==> src/rtl/phy_byte_serializer.sv <==
// phy_byte_serializer: 32-bit word to MSB-first byte stream with COM sync and idle fill
module phy_byte_serializer #(
    parameter int          SYNC_COUNT = 4,
    parameter logic [7:0]  COM_BYTE   = 8'hBC
) (
    input  logic        clk_8f,
    input  logic        reset,
    input  logic [31:0] data_in,
    input  logic        valid_in,
    output logic        ready_out,
    output logic [7:0]  byte_out,
    output logic        k_out,
    output logic        active
);
    localparam int SW = $clog2(SYNC_COUNT + 1);
    typedef enum logic {SYNC, RUN} state_t;
    state_t        state, state_n;
    logic [SW-1:0] sync_cnt, sync_cnt_n;
    logic [31:0]   hold, hold_n;
    logic          hold_full, hold_full_n;
    logic [23:0]   shift, shift_n;
    logic [1:0]    rem, rem_n;
    logic [7:0]    byte_n;
    logic          k_n, active_n;
    assign ready_out = active && !hold_full;
    // Next-state: sync COM burst, then shifter drains before hold reloads, COM fills empty slots
    always_comb begin
        state_n     = state;
        sync_cnt_n  = sync_cnt;
        hold_n      = hold;
        hold_full_n = hold_full;
        shift_n     = shift;
        rem_n       = rem;
        active_n    = active;
        byte_n      = COM_BYTE;
        k_n         = 1'b1;
        if (state == SYNC) begin
            sync_cnt_n = sync_cnt + 1'b1;
            if (sync_cnt == SW'(SYNC_COUNT - 1)) begin
                active_n = 1'b1;
                state_n  = RUN;
            end
        end else if (rem != 2'd0) begin
            byte_n  = shift[23:16];
            k_n     = 1'b0;
            shift_n = {shift[15:0], 8'h00};
            rem_n   = rem - 2'd1;
        end else if (hold_full) begin
            byte_n      = hold[31:24];
            k_n         = 1'b0;
            shift_n     = hold[23:0];
            rem_n       = 2'd3;
            hold_full_n = 1'b0;
        end
        if (valid_in && ready_out) begin
            hold_n      = data_in;
            hold_full_n = 1'b1;
        end
    end
    // State register; reset discards any buffered word so nothing stale is emitted
    always_ff @(posedge clk_8f) begin
        if (reset) begin
            state     <= SYNC;
            sync_cnt  <= '0;
            hold      <= '0;
            hold_full <= 1'b0;
            shift     <= '0;
            rem       <= 2'd0;
            byte_out  <= 8'h00;
            k_out     <= 1'b0;
            active    <= 1'b0;
        end else begin
            state     <= state_n;
            sync_cnt  <= sync_cnt_n;
            hold      <= hold_n;
            hold_full <= hold_full_n;
            shift     <= shift_n;
            rem       <= rem_n;
            byte_out  <= byte_n;
            k_out     <= k_n;
            active    <= active_n;
        end
    end
endmodule
==> config.mk <==
export PLATFORM = sky130hd
export DESIGN_NAME = phy_byte_serializer
export DESIGN_NICKNAME = d
export VERILOG_FILES = /design/src/rtl/phy_byte_serializer.sv
export SDC_FILE = /design/constraint.sdc
export NUM_CORES = 1
export LEC_CHECK = 0
export CORE_MARGIN = 4
export CORE_UTILIZATION = 50
export DETAILED_ROUTE_END_ITERATION = 10
export PLACE_DENSITY = 0.87
export SLEW_MARGIN = 20
export SYNTH_ARGS = -nofsm -noshare
export SYNTH_HDL_FRONTEND = slang
export SYNTH_SLANG_ARGS = --single-unit
==> constraint.sdc <==
create_clock -name clk_8f -period 2 [get_ports clk_8f]
set_input_delay 0.5 -clock clk_8f [delete_from_list [all_inputs] [get_ports clk_8f]]
set_output_delay 0.5 -clock clk_8f [all_outputs]
set_load 0.01 [all_outputs]
==> flow_metrics.env, run 1 <==
export IMPL_hpwl_um=4180
export IMPL_setup_tns_ps=0
export IMPL_insertion_delay_ps=350
export IMPL_wirelength_um=6140
export IMPL_worst_slew_pin_slew_ps=491
export IMPL_finalMaxSlewViolations=0
export IMPL_crit_chain="nor2b_1, clkdlybuf4s50_1"
export IMPL_grt_pass1_vias=2400
export IMPL_cp_required_ps=1500
export IMPL_clock_fmax_mhz=538
export IMPL_die_h_um=84.7
export IMPL_grt_pass1_wl_um=10600
export IMPL_pwr_share_clk_pct=37.2
export IMPL_syn2layout_area_growth_pct=24.4
export IMPL_vias=2403
export IMPL_crit_type="reg2out"
export IMPL_vdd_drop_max_mv=0.587
export IMPL_power_w=0.00298
export IMPL_status="completed"
export IMPL_skew_ps=7.38
export IMPL_clkSlewWorstSetupHoldPaths_ps=70
export IMPL_fin_cells=446
export IMPL_diodes=0
export IMPL_avgSynthCellArea_um2=8.93
export IMPL_worstPathArrival_ps=1360
export IMPL_intPower_w=0.00224
export IMPL_cts_made_buffers=9
export IMPL_grt_ovfl_total=0
export IMPL_max_cap_viol_count=0
export IMPL_yosysSeqAreaShare_pct=49.7
export IMPL_pwr_share_seq_pct=51.2
export IMPL_endpoint="ready_out"
export IMPL_grt_use_met3_pct=6.58
export IMPL_clockBufferDepth=2
export IMPL_antenna_left=0
export IMPL_setup_violations=0
export IMPL_sw_frac_of_total_pct=24.8
export IMPL_period_share_pct=93.0
export IMPL_synth_commonest_cells="73 x dfxtp_1, 69 x a21oi_1, 65 x nand2_1"
export IMPL_max_stage_delay_ps=540
export IMPL_drc=0
export IMPL_hold_slack_ps=452
export IMPL_busiest_layer="met2"
export IMPL_synth_seq_cells=73
export IMPL_drt_first_pass_iters=5
export IMPL_grt_setup_unrepaired="false"
export IMPL_synth_async_reset_ratio_pct=0
export IMPL_layout_nets=408
export IMPL_synth_cell_type_count=25
export IMPL_root_buffer="clkbuf_8"
export IMPL_hold_viol_final=0
export IMPL_rows=27
export IMPL_cp_slowest_cell="clkdlybuf4s50_1"
export IMPL_period_minus_slack_ps=1860
export IMPL_p_sw_w=0.000740
export IMPL_synth_top_area_share_pct=49.7
export IMPL_syn_area_mm2=0.00294
export IMPL_cts_sinks=73
export IMPL_grtUsageMet1_pct=21.1
export IMPL_routedWlPerCell_um=13.8
export IMPL_cp_startpoint="active$_SDFFE_PP0P_"
export IMPL_critical_path_top_delay_family="buffers and inverters"
export IMPL_end_kind="output port"
export IMPL_io_pins=46
export IMPL_drt_iter0_markers=144
export IMPL_gp_congestion=0.786
export IMPL_reg2regPathDepth=5
export IMPL_reg2reg_slack_ps=440
export IMPL_cts_tree="built"
export IMPL_hold_class="reg2reg"
export IMPL_die_area_mm2=0.00717
export IMPL_yosys_area_top_type="dfxtp_1"
export IMPL_syn_num_nets=368
export IMPL_netlist_top_cells_area="dfxtp_1 50%, a21oi_1 12%, nand2_1 8.3%, mux2i_1 5.8%, a211oi_2 3.8%"
export IMPL_synthCells=329
export IMPL_ys_warn_count=0
export IMPL_grt_max_degree=34
export IMPL_htreeDepth=3
export IMPL_cellPowerDensity_mw_per_mm2=816
export IMPL_drive_above_1_share_pct=11.2
export IMPL_leakagePower_nw=1.34
export IMPL_yosysMostFrequentCell="dfxtp_1"
export IMPL_initial_core_util_pct=52.4
export IMPL_placed_cells=430
export IMPL_grt_use_met2_pct=32.0
export IMPL_reg2reg_from="rem[0]$_SDFFE_PP0P_"
export IMPL_track_usage_pct=18.3
export IMPL_maxSlewHeadroom_pct=67.3
export IMPL_synth_edf_count=0
export IMPL_io_buffers=45
export IMPL_critPathMaxFanout=5
export IMPL_critPathLaunchType="register"
export IMPL_cp_depth=2
export IMPL_die_width_um=84.7
export IMPL_power_frac_comb_pct=11.6
export IMPL_r2r_end="rem[0]$_SDFFE_PP0P_"
export IMPL_synthFlopType="dfxtp_1"
export IMPL_antenna_found_initial=0
export IMPL_core_area_mm2=0.00561
export IMPL_vias_per_cell=5.39
export IMPL_crit_buf_inv=1
worst min path at each step:
stage                                 end                   from  slack (ps)  cells after the start
floorplan           hold[26]$_SDFFE_PP0P_  hold[26]$_SDFFE_PP0P_         430                      2
global placement    hold[26]$_SDFFE_PP0P_  hold[26]$_SDFFE_PP0P_         440                      2
detailed placement  hold[29]$_SDFFE_PP0P_  hold[29]$_SDFFE_PP0P_         440                      2
CTS                 hold[29]$_SDFFE_PP0P_  hold[29]$_SDFFE_PP0P_         450                      2
global route        hold[27]$_SDFFE_PP0P_  hold[27]$_SDFFE_PP0P_         480                      2
finish              hold[29]$_SDFFE_PP0P_  hold[29]$_SDFFE_PP0P_         450                      2
power by group through the flow:
stage | clock [W] | combinational (W) | sequential, W
after floorplan | 0 | 0.000203 | 0.00156
after global placement | 0 | 0.000337 | 0.00156
after detailed placement | 0 | 0.000344 | 0.00156
after CTS | 0.00114 | 0.000347 | 0.00153
after global routing | 0.00122 | 0.000382 | 0.00153
final | 0.00111 | 0.000345 | 0.00153
cell usage in the layout (no fill, tap or decap):
cell / Yosys / final
buf_2: 11 / 1
and3b_1: 1 / 1
a211oi_1: 9 / 9
nor2_8: 1 / 1
clkbuf_8: 0 / 9
xor2_1: 1 / 1
nand3_1: 3 / 3
inv_1: 3 / 3
clkinv_2: 0 / 2
a211oi_2: 9 / 9
and2b_1: 1 / 1
mux2i_1: 17 / 17
ha_1: 4 / 4
buf_4: 2 / 9
nor2_1: 10 / 10
nor2b_1: 1 / 1
nand2_1: 65 / 65
bufinv_8: 1 / 1
clkdlybuf4s50_1: 0 / 44
clkinvlp_4: 0 / 3
buf_12: 0 / 4
nand4_1: 8 / 8
a21oi_1: 69 / 69
dfxtp_1: 73 / 72
clkinv_4: 0 / 1
o21ai_0: 13 / 13
nand3b_1: 6 / 6
nand2b_1: 5 / 5
bufinv_16: 0 / 1
dfxtp_2: 0 / 1
metal layers:
metal,part of all wire [%],routed length [µm]
met1,42,2560
met4,0.95,58
met3,5.7,352
met5,0,0
met2,52,3170
sequential cells by signal, summed over array words and instances (netlist names):
signal / count
hold: 32
shift: 24
byte_out: 8
sync_cnt: 3
rem: 2
active: 1
hold_full: 1
k_out: 1
state: 1
cells by family after synthesis:
family	after synthesis	share of synthesized area (%)
AO/OA/AOI/OAI	100	20.1
XOR/XNOR	1	0.298
adder cells (fa/ha/maj)	4	1.70
buffers and inverters	33	6.56
flip-flops	73	49.7
multiplexers	17	5.79
AND/OR/NAND/NOR	101	15.8
cell type report:
type | count | area [µm²]
inverter | 4 | 28.8
timing repair buffer | 58 | 593
clock inverter | 7 | 71.3
fill | 478 | 1950
clock buffer | 9 | 124
multi-input combinational | 223 | 1280
sequential | 73 | 1460
tap | 72 | 90.1
repair_timing:
item | 4_1_cts | 5_1_grt
gates resized for setup | 0 | 1
setup endpoints to repair | 0 | 1
hold buffers | 0 | 0
buffers inserted | 0 | 0
per-stage QoR:
stage | cell area (µm²) | setup WS (ps) | util [%]
6_report | 3650 | 140 | 65.2
5_1_grt | 3650 | 51.4 | 65.2
4_1_cts | 3650 | 72.0 | 65.1
3_5_place_dp | 3460 | 346 | 61.7
3_3_place_gp | 3460 | 384 | 61.7
2_1_floorplan | 2940 | 516 | -
worst reg2reg max path: stages, from the launching register on:
cell,delay [ps]
dfxtp_1,330
inv_1,70
ha_1,250
and2b_1,300
nor2_8,340
a211oi_1,130
No activity file was read; power rests on OpenSTA's default activity.
==> inputs of run 2 (changes only) <==
--- a/config.mk
+++ b/config.mk
@@ -9,7 +9,6 @@
 export CORE_UTILIZATION = 50
 export DETAILED_ROUTE_END_ITERATION = 10
 export PLACE_DENSITY = 0.87
-export SLEW_MARGIN = 20
 export SYNTH_ARGS = -nofsm -noshare
 export SYNTH_HDL_FRONTEND = slang
 export SYNTH_SLANG_ARGS = --single-unit
==> results of run 2 <==
No change in the layout: final DEF, timing and power equal those of run 1.
